### src/rtl/ov7670_stream_pkg.sv
// rtl/ov7670_stream_pkg.sv - shared types and constants for the OV7670 stream bridge
package ov7670_stream_pkg;

    localparam int PIX_BITS = 16;

    typedef logic [PIX_BITS-1:0] pixel_t;

    typedef struct packed {
        logic   sof;
        logic   eol;
        pixel_t pixel;
    } fifo_entry_t;

    typedef enum logic [1:0] {
        IDLE  = 2'd0,
        SYNC  = 2'd1,
        FRAME = 2'd2
    } state_t;

    // Decimation exponent: pass every 2^dec-th column and row
    typedef logic [1:0] dec_t;

    localparam int RGB565_R_LSB = 11;
    localparam int RGB565_R_W   = 5;
    localparam int RGB565_G_LSB = 5;
    localparam int RGB565_G_W   = 6;
    localparam int RGB565_B_LSB = 0;
    localparam int RGB565_B_W   = 5;

endpackage

### src/rtl/stream_sync_fifo.sv
// rtl/stream_sync_fifo.sv - synchronous first-word fall-through FIFO with level output
module stream_sync_fifo #(
    parameter int WIDTH = 18,
    parameter int DEPTH = 64,
    localparam int AW   = $clog2(DEPTH)
) (
    input  logic             clk,
    input  logic             reset,
    input  logic             wr_en_i,
    input  logic [WIDTH-1:0] wr_data_i,
    input  logic             rd_en_i,
    output logic             rd_valid_o,
    output logic [WIDTH-1:0] rd_data_o,
    output logic [AW:0]      level_o,
    output logic             drop_o
);

    logic [WIDTH-1:0] mem_q [DEPTH];
    logic [AW-1:0]    wr_ptr_q;
    logic [AW-1:0]    rd_ptr_q;
    logic [AW:0]      level_q;
    logic             full;
    logic             pop;
    logic             push;

    assign full = (level_q == (AW+1)'(DEPTH));
    assign pop  = rd_en_i && (level_q != '0);
    // A pop in the same cycle frees the slot the write lands in
    assign push = wr_en_i && (!full || pop);

    assign drop_o     = wr_en_i && full && !pop;
    assign rd_valid_o = (level_q != '0);
    assign rd_data_o  = rd_valid_o ? mem_q[rd_ptr_q] : '0;
    assign level_o    = level_q;

    always_ff @(posedge clk) begin
        if (push) begin
            mem_q[wr_ptr_q] <= wr_data_i;
        end
    end

    always_ff @(posedge clk) begin
        if (reset) begin
            wr_ptr_q <= '0;
            rd_ptr_q <= '0;
            level_q  <= '0;
        end else begin
            if (push) begin
                wr_ptr_q <= wr_ptr_q + AW'(1);
            end
            if (pop) begin
                rd_ptr_q <= rd_ptr_q + AW'(1);
            end
            if (push && !pop) begin
                level_q <= level_q + (AW+1)'(1);
            end else if (pop && !push) begin
                level_q <= level_q - (AW+1)'(1);
            end
        end
    end

endmodule

### src/rtl/ov7670_stream_bridge.sv
// rtl/ov7670_stream_bridge.sv - OV7670 byte stream to cropped/decimated RGB565 valid/ready stream
// Optional frame/drop statistics ports under OV7670_STREAM_STATS_EN.
module ov7670_stream_bridge
    import ov7670_stream_pkg::*;
#(
    parameter int BYTE_W     = 8,
    parameter int PIXEL_W    = 16,
    parameter int FIFO_DEPTH = 64,
    parameter int COL_W      = 10,
    parameter int ROW_W      = 9,
    localparam int LVL_W     = $clog2(FIFO_DEPTH) + 1
) (
    input  logic               clk,
    input  logic               reset,
    input  logic               cam_vsync,
    input  logic               cam_href,
    input  logic               cam_byte_valid,
    input  logic [BYTE_W-1:0]  cam_data,
    input  logic [COL_W-1:0]   win_x,
    input  logic [ROW_W-1:0]   win_y,
    input  logic [COL_W-1:0]   win_w,
    input  logic [ROW_W-1:0]   win_h,
    input  logic [1:0]         dec,
    input  logic               ovf_clr,
    output logic               m_valid,
    input  logic               m_ready,
    output logic [PIXEL_W-1:0] m_data,
    output logic               m_sof,
    output logic               m_eol,
    output logic               overflow,
    output logic [LVL_W-1:0]   fifo_level
`ifdef OV7670_STREAM_STATS_EN
    ,
    output logic [15:0]        frame_count,
    output logic [15:0]        drop_count
`endif
);

    state_t             state_q;
    logic               vsync_q;
    logic               href_q;
    logic               phase_q;
    logic [BYTE_W-1:0]  hi_q;
    logic [COL_W-1:0]   col_q;
    logic [ROW_W-1:0]   row_q;
    logic [COL_W-1:0]   wx_q;
    logic [COL_W-1:0]   ww_q;
    logic [ROW_W-1:0]   wy_q;
    logic [ROW_W-1:0]   wh_q;
    dec_t               dec_q;
    logic               sof_arm_q;
    logic               wr_en_q;
    logic [PIXEL_W+1:0] wr_entry_q;
    logic               overflow_q;

    logic vs_rise, vs_fall, vs_edge, href_rise, href_fall;
    logic capture, phase_eff, pix_fire, odd_drop, fifo_drop, pop;

    assign vs_rise   = cam_vsync && !vsync_q;
    assign vs_fall   = !cam_vsync && vsync_q;
    assign vs_edge   = vs_rise || vs_fall;
    assign href_rise = cam_href && !href_q;
    assign href_fall = !cam_href && href_q;

    assign capture   = (state_q == FRAME) && cam_href && cam_byte_valid;
    assign phase_eff = phase_q && !href_rise && !vs_edge;
    assign pix_fire  = capture && phase_eff;
    assign odd_drop  = (state_q == FRAME) && href_fall && phase_q;

    // Window arithmetic is one bit wider so a window past the counter range clips
    logic [COL_W:0] col_x, x_lo, x_hi, step_x, off_x;
    logic [ROW_W:0] row_y, y_lo, y_hi, step_y, off_y;
    logic           x_ok, y_ok, pass, eol_hit;

    assign col_x  = {1'b0, col_q};
    assign x_lo   = {1'b0, wx_q};
    assign x_hi   = x_lo + {1'b0, ww_q};
    assign step_x = (COL_W+1)'(1) << dec_q;
    assign off_x  = col_x - x_lo;
    assign x_ok   = (col_x >= x_lo) && (col_x < x_hi)
                 && ((off_x & (step_x - (COL_W+1)'(1))) == '0);

    assign row_y  = {1'b0, row_q};
    assign y_lo   = {1'b0, wy_q};
    assign y_hi   = y_lo + {1'b0, wh_q};
    assign step_y = (ROW_W+1)'(1) << dec_q;
    assign off_y  = row_y - y_lo;
    assign y_ok   = (row_y >= y_lo) && (row_y < y_hi)
                 && ((off_y & (step_y - (ROW_W+1)'(1))) == '0);

    assign pass    = x_ok && y_ok;
    assign eol_hit = (col_x == (x_hi - step_x));

    always_ff @(posedge clk) begin
        if (reset) begin
            state_q    <= IDLE;
            vsync_q    <= 1'b0;
            href_q     <= 1'b0;
            phase_q    <= 1'b0;
            hi_q       <= '0;
            col_q      <= '0;
            row_q      <= '0;
            wx_q       <= '0;
            ww_q       <= '0;
            wy_q       <= '0;
            wh_q       <= '0;
            dec_q      <= '0;
            sof_arm_q  <= 1'b0;
            wr_en_q    <= 1'b0;
            wr_entry_q <= '0;
            overflow_q <= 1'b0;
        end else begin
            vsync_q <= cam_vsync;
            href_q  <= cam_href;
            wr_en_q <= 1'b0;

            case (state_q)
                IDLE: begin
                    if (cam_vsync) begin
                        state_q <= SYNC;
                    end
                end
                SYNC: begin
                    if (vs_fall) begin
                        wx_q      <= win_x;
                        ww_q      <= win_w;
                        wy_q      <= win_y;
                        wh_q      <= win_h;
                        dec_q     <= dec;
                        col_q     <= '0;
                        row_q     <= '0;
                        sof_arm_q <= 1'b1;
                        state_q   <= FRAME;
                    end
                end
                FRAME: begin
                    if (vs_rise) begin
                        state_q <= SYNC;
                    end
                    if (href_fall) begin
                        col_q <= '0;
                        if ((col_q != '0) && (row_q != '1)) begin
                            row_q <= row_q + ROW_W'(1);
                        end
                    end
                end
                default: state_q <= IDLE;
            endcase

            if (vs_edge || href_rise || href_fall) begin
                phase_q <= 1'b0;
            end
            if (capture) begin
                if (phase_eff) begin
                    phase_q <= 1'b0;
                end else begin
                    hi_q    <= cam_data;
                    phase_q <= 1'b1;
                end
            end

            if (pix_fire) begin
                if (col_q != '1) begin
                    col_q <= col_q + COL_W'(1);
                end
                if (pass) begin
                    wr_en_q    <= 1'b1;
                    wr_entry_q <= {sof_arm_q, eol_hit, hi_q, cam_data};
                    sof_arm_q  <= 1'b0;
                end
            end

            if (fifo_drop) begin
                overflow_q <= 1'b1;
            end else if (ovf_clr) begin
                overflow_q <= 1'b0;
            end
        end
    end

    logic [PIXEL_W+1:0] rd_entry;

    assign pop = m_valid && m_ready;

    stream_sync_fifo #(
        .WIDTH (PIXEL_W + 2),
        .DEPTH (FIFO_DEPTH)
    ) u_fifo (
        .clk        (clk),
        .reset      (reset),
        .wr_en_i    (wr_en_q),
        .wr_data_i  (wr_entry_q),
        .rd_en_i    (pop),
        .rd_valid_o (m_valid),
        .rd_data_o  (rd_entry),
        .level_o    (fifo_level),
        .drop_o     (fifo_drop)
    );

    assign {m_sof, m_eol, m_data} = rd_entry;
    assign overflow               = overflow_q;

`ifdef OV7670_STREAM_STATS_EN
    logic [15:0] frame_count_q;
    logic [15:0] drop_count_q;
    logic [16:0] drop_sum;

    assign drop_sum = {1'b0, (ovf_clr ? 16'd0 : drop_count_q)} + 17'(fifo_drop) + 17'(odd_drop);

    always_ff @(posedge clk) begin
        if (reset) begin
            frame_count_q <= '0;
            drop_count_q  <= '0;
        end else begin
            if ((state_q == FRAME) && vs_rise) begin
                frame_count_q <= frame_count_q + 16'd1;
            end
            drop_count_q <= drop_sum[16] ? 16'hFFFF : drop_sum[15:0];
        end
    end

    assign frame_count = frame_count_q;
    assign drop_count  = drop_count_q;
`endif

endmodule
### config.mk
export PLATFORM = sky130hd
export DESIGN_NAME = ov7670_stream_bridge
export DESIGN_NICKNAME = d
export VERILOG_FILES = /design/src/rtl/ov7670_stream_pkg.sv /design/src/rtl/stream_sync_fifo.sv /design/src/rtl/ov7670_stream_bridge.sv
export SDC_FILE = /design/constraint.sdc
export NUM_CORES = 1
export LEC_CHECK = 0
export BUFFER_PORTS_ARGS = -buffer_cell sky130_fd_sc_hd__buf_2
export CORE_ASPECT_RATIO = 1.25
export CORE_MARGIN = 1
export CORE_UTILIZATION = 35
export CTS_CLUSTER_SIZE = 12
export DETAILED_ROUTE_END_ITERATION = 10
export GPL_TIMING_DRIVEN = 0
export PLACE_DENSITY_LB_ADDON = 0.15
export SLEW_MARGIN = 0
export SYNTH_ARGS = -nofsm -noshare
export SYNTH_HDL_FRONTEND = slang
export SYNTH_HIERARCHICAL = 1
export SYNTH_SLANG_ARGS = --single-unit
### constraint.sdc
create_clock -name clk -period 4.75 [get_ports clk]
set_input_delay 0.2375 -clock clk [delete_from_list [all_inputs] [get_ports clk]]
set_output_delay 0.2375 -clock clk [all_outputs]
set_load 0.02 [all_outputs]
# Word level (Yosys, flattened, before mapping)
# Memories as Yosys holds them, arrays and structs flattened. A register that Yosys moved wholly into a read port is not among the register bits.
# Index checks and enable logic that the tools add are counted.
# classes
n_addsub,13
muxes,30
shift,2
bitwise_logic,4
order_cmp,4
n_eq_ne,11
n_reduce_logical,50
# op_table
cell,n
$mux W10,4
$mux W9,3
$logic_and A1 B1 Y1,22
$pmux W10 S2,1
$mux W18,1
$pmux W9 S2,1
$mux W7,2
$add A6 B1 Y6 const B,2
$mux W1,12
$mux W6,2
$add A10 B10 Y11,1
$and A11 B11 Y11,1
$eq A10 B11 Y1,1
$logic_not A11 Y1,1
$lt A10 B11 Y1,1
$shl A1 B2 Y11 const A,1
$sub A10 B10 Y11,1
$sub A11 B1 Y11 const B,1
$sub A11 B11 Y11,1
$add A10 B1 Y10 const B,1
$add A9 B9 Y10,1
$and A10 B10 Y10,1
$ge A10 B10 Y1,1
$logic_not A10 Y1,1
28 further kinds,50
# word_totals
wordCells,134
memories,1
ff_bits,112
in_bits,55
ramBits,1152
# mem_list
name,depth,word_bits,read_ports,rd_ports_with_merged_regs,wr,line_no,source
u_fifo.mem_q,64,18,1,1,1,stream_sync_fifo.sv:18,logic [WIDTH-1:0] mem_q [DEPTH];

# Depth between registers and ports, before layout
# depth
word_depth,9
depth_mapped,20

# Hierarchy
# The synthesis kept the hierarchy.
# modules_own_cells
mod,instances,cells_each,seq_area_each_um2,area_per_inst_um2
stream_sync_fifo,1,2096,35093.7,45516.2
ov7670_stream_bridge,1,745,1861.8,6022.0

# Worst setup path after synthesis
# No wires, ideal clock.
# synth_timing
kind,register to register
from,"register u_fifo.level_q[0], in the netlist u_fifo/level_o[0]"
to,"register u_fifo.level_q[6], in the netlist u_fifo/level_o[6]"
arrival_ns,3.676
n_path_buf,1
stages_incl_launch_ff,16
required_ns,4.629
path_slack_ns,0.953
setup_time_ns,0.121
path_cell_list,dfxtp_1 -> nor4_1 -> nand3b_1 -> and2_1 -> and2_1 -> clkbuf_1 -> inv_1 -> ha_1 -> inv_1 -> ha_1 -> nor2b_1 -> o21ai_0 -> a21boi_0 -> or3_1 -> nand3_1 -> mux2_2
# synth_via
elab_chain_len,8
# synth_lines
item,line_no,source
from (decl),stream_sync_fifo.sv:21,logic [AW:0] level_q;
from (signal assigned),stream_sync_fifo.sv:55,level_q <= level_q + (AW+1)'(1);
from (signal assigned),stream_sync_fifo.sv:57,level_q <= level_q - (AW+1)'(1);
$reduce_bool A7 Y1 *,stream_sync_fifo.sv:32,assign rd_valid_o = (level_q != '0);
named net m_valid,ov7670_stream_bridge.sv:25,"output logic m_valid,"
$logic_and A1 B1 Y1 *,ov7670_stream_bridge.sv:183,assign pop = m_valid && m_ready;
named net pop,ov7670_stream_bridge.sv:57,"logic capture, phase_eff, pix_fire, odd_drop, fifo_drop, pop;"
$logic_and A1 B1 Y1 *,stream_sync_fifo.sv:27,assign pop = rd_en_i && (level_q != '0);
$logic_or A1 B1 Y1,stream_sync_fifo.sv:29,assign push = wr_en_i && (!full || pop);
$logic_and A1 B1 Y1,stream_sync_fifo.sv:29,
$logic_not A1 Y1,stream_sync_fifo.sv:56,end else if (pop && !push) begin
$logic_and A1 B1 Y1,stream_sync_fifo.sv:56,
$reduce_bool A2 Y1 (no line),n/a,
# Mark *: on every way through the listed nets, which the timed path passes. The rest lies on a longest branch. The select of a mux whose other input is x is not followed.
# A chain may end at the register's enable or synchronous reset.

==> impl_metrics.toml <==
[status]
status = "complete, but fails checks"
violations = "negative setup slack"

[timing]
max_slew_margin_pct = 10.12
skew_ps = 30.46
tns_ps = -82.20
fin_crit_sh_pct = 101.6
clock.fmax_mhz = 207.3
setup_violations = 2
final.min_clock_period_ps = 4825
rsz0062_at_grt = "no"
tightest_slew_ps = 1342
hold_viol_final = 0
final_max_slew_viol_count = 0
fin_ws_ps = -74.77

[clock_network]
numCtsBuffers = 134
cts_tree = "done"
clockRootBuffer = "clkbuf_16"
htree_num_levels = 4
clock_latency_ps = 790
clkSlewWorstSetupHoldPaths_ps = 60
clk_path_buf_depth = 3
clock_sinks = 1270

[detailed_routing]
dr.pass1.iters = 5
post_drt_wl_per_cell_um = 33.25
avgViaCountPerCell = 5.643
vias = 29250
drt-initial-drc-count = 3602
drt-total-wl_um = 172400
ant_nets = 0
drcViolationCount = 0

[place]
post-dp-hpwl_um = 118600
dp.cells = 4901
place.port_buffers = 81
routabilityCongestion = 1.027

[cells_and_area]
final_common_cell = "edfxtp_1"
seq_area_um2 = 36990
num-fill-cells = 12940
mostFrequentLayoutCells = "1,152 x edfxtp_1, 284 x mux4_2, 174 x nand2_1"
multiInputGateArea_um2 = 13780
final_nets = 3319
syn2layout_area_growth_pct = 17.65
drive_above_1_share_pct = 24.82
fin_cells = 5184

[global_route]
globalRouteOverflowTotal = 0
first_global_vias = 29300
grt_usage_pct = 23.20
grt_max_degree = 66
grt_pass1_wl_um = 236100
antenna_found_initial = 9

[synth]
synth_area_leader_cell = "edfxtp_1"
synth-async-reset-ratio_pct = 0
synth.yosys.seq_area_share_pct = 71.70
synth_fp_nets = 2976
syn_area_per_cell_um2 = 18.14
synth_cell_type_count = 78
yosysTopAreaCellShare_pct = 67.12
synth.ff_latch_count = 1270
synth_flop_cell = "edfxtp_1"
synth_cells = 2841
syn_area_um2 = 51540
ys_warn_count = 6
synth_area_leaders = "edfxtp_1 67%, mux4_2 12%, dfxtp_1 4.6%"
synth-edff-count = 1152

[power_and_ir_drop]
irDropWorstVdd_mv = 0.3014
p_per_area_nw_per_um2 = 367.4
power.leakage_nw = 19.61

[setup_path]
worstSetupStartpointType = "register"
cp_slowest_cell = "a221oi_1"
crit_fanout = 10
end_kind = "output pin"
slowest_delay_ps = 850
worstPathRequired_ps = 4510
path_cells = "buf_2 > buf_2 > buf_4 > clkbuf_4 > o22ai_1 > a221oi_1 > a31o_2 > buf_2"
critPathMostFrequentCell = "buf_2"
path_class = "reg -> out"
arrival_ps = 4590

[hold_path]
hp-class = "in -> reg"

[floorplan]
core-area_um2 = 146300
ioPinCount = 82
rows = 157
initial_utilization_pct = 35.22
die-width_um = 345.2
die_area_um2 = 148800
die_h_um = 431.0

[run]
cap_violations = 0
==> through the flow <==
| step | power, mW | instance area [um2] | hold slack, ps | util [%] | worst slack, ps |
|---|---|---|---|---|---|
| global placement | 12.58 | 54330 | 452.2 | 37.12 | -718.7 |
| floorplan | 12.48 | 51540 | 335.9 | - | 953.3 |
| CTS | 22.47 | 60580 | 6.760 | 41.39 | -51.32 |
| finish | 22.28 | 60630 | 71.55 | 41.43 | -74.77 |
| detailed placement | 12.59 | 55960 | 460.4 | 38.24 | -203.5 |
| global route | 22.89 | 60620 | 81.27 | 41.42 | 7.265 |
==> final cells by class <==
type / instances / share of cell area [%]
diodes: 5 / 0.02064
plain buffers: 136 / 1.432
clock buffers: 181 / 5.941
clock inverters: 42 / 0.6954
inverters: 63 / 0.3900
multi-input cells: 1371 / 22.73
flip-flops and latches: 1270 / 61.00
well taps: 1908 / 3.937
repair buffers: 208 / 3.855
==> state kept, by name, summed over array words and instances, names as in the netlist, 6 cells and up, named ones only <==
signal           cells
col_q               10
wr_entry_q          18
ww_q                10
row_q                9
u_fifo/wr_ptr_q      6
wh_q                 9
u_fifo/mem_q      1152
wx_q                10
hi_q                 8
wy_q                 9
u_fifo/rd_ptr_q      6
u_fifo/level_o       7
==> logic make-up after synthesis <==
group | share of synthesized area (%)
multiplexers | 14.60
adder cells (fa/ha/maj) | 2.030
flip-flops | 71.70
XOR/XNOR | 0.8303
buffers and inverters | 2.013
AND/OR/NAND/NOR | 4.756
AO/OA/AOI/OAI | 4.066
==> report_power, final <==
part	leakage (nW)	switching [mW]	total [mW]	internal, mW
registers	12.0	0.0167	12.0	12.0
logic	5.67	0.204	0.357	0.154
clock network	1.94	4.39	9.89	5.50
total	19.6	4.61	22.3	17.7
==> timing repair <==
| action | CTS | global route |
|---|---|---|
| pin swaps | 1 | 0 |
| buffers inserted | 3 | 0 |
| gates cloned | 0 | 0 |
| hold buffers | 53 | 0 |
| endpoints found under the hold margin | 66 | 0 |
| gates resized for setup | 26 | 16 |
| endpoints found under the setup margin | 19 | 5 |
==> worst max-delay path, delay by kind of cell (launching register included) <==
kind                   cells  cell delay, ps
flip-flops                 1             350
buffers and inverters      5            2020
AO/OA/AOI/OAI              3            1400
==> path summary, 6_finish.rpt <==
path / start / end / slack, ps / cells past startpoint
min reg2reg: ww_q[7]$_SDFFE_PP0P_ / ww_q[7]$_SDFFE_PP0P_ / 470 / 2
max: register / m_data[15] / -70 / 8
min: m_ready / overflow$_SDFFE_PP0P_ / 70 / 7
max reg2reg: wx_q[1]$_SDFFE_PP0P_ / wr_en_q$_SDFF_PP0_ / 330 / 13
==> synthesized netlist by cell type, drive strengths merged, types with 5 or more instances <==
cell type  count
edfxtp      1152
mux4         292
nor2         202
nand2        175
dfxtp        118
a21oi        100
buf           86
mux2i         76
ha            74
inv           63
o21ai         57
clkbuf        51
o22ai         38
nand3         25
xnor2         24
xor2          24
nor2b         19
o221ai        19
nand2b        17
nand4         17
nor3          16
a21o          14
mux2          14
a211oi        13
and3          13
nand3b        13
a31oi         12
and2           9
or3            9
a2111oi        8
o2111ai        8
a221oi         6
a31o           6
fa             6
nor4           6
o31ai          6
o21a           5
==> per-layer routing <==
layer,global-route usage (%),vias to the layer above,part of all wire (%)
met2,39.47,1341,50
met3,4.856,300,7.5
li1,-,12080,-
met4,10.17,0,4.6
met1,28.49,15530,38
met5,0,-,0
No activity file was read; power rests on OpenSTA's default activity.
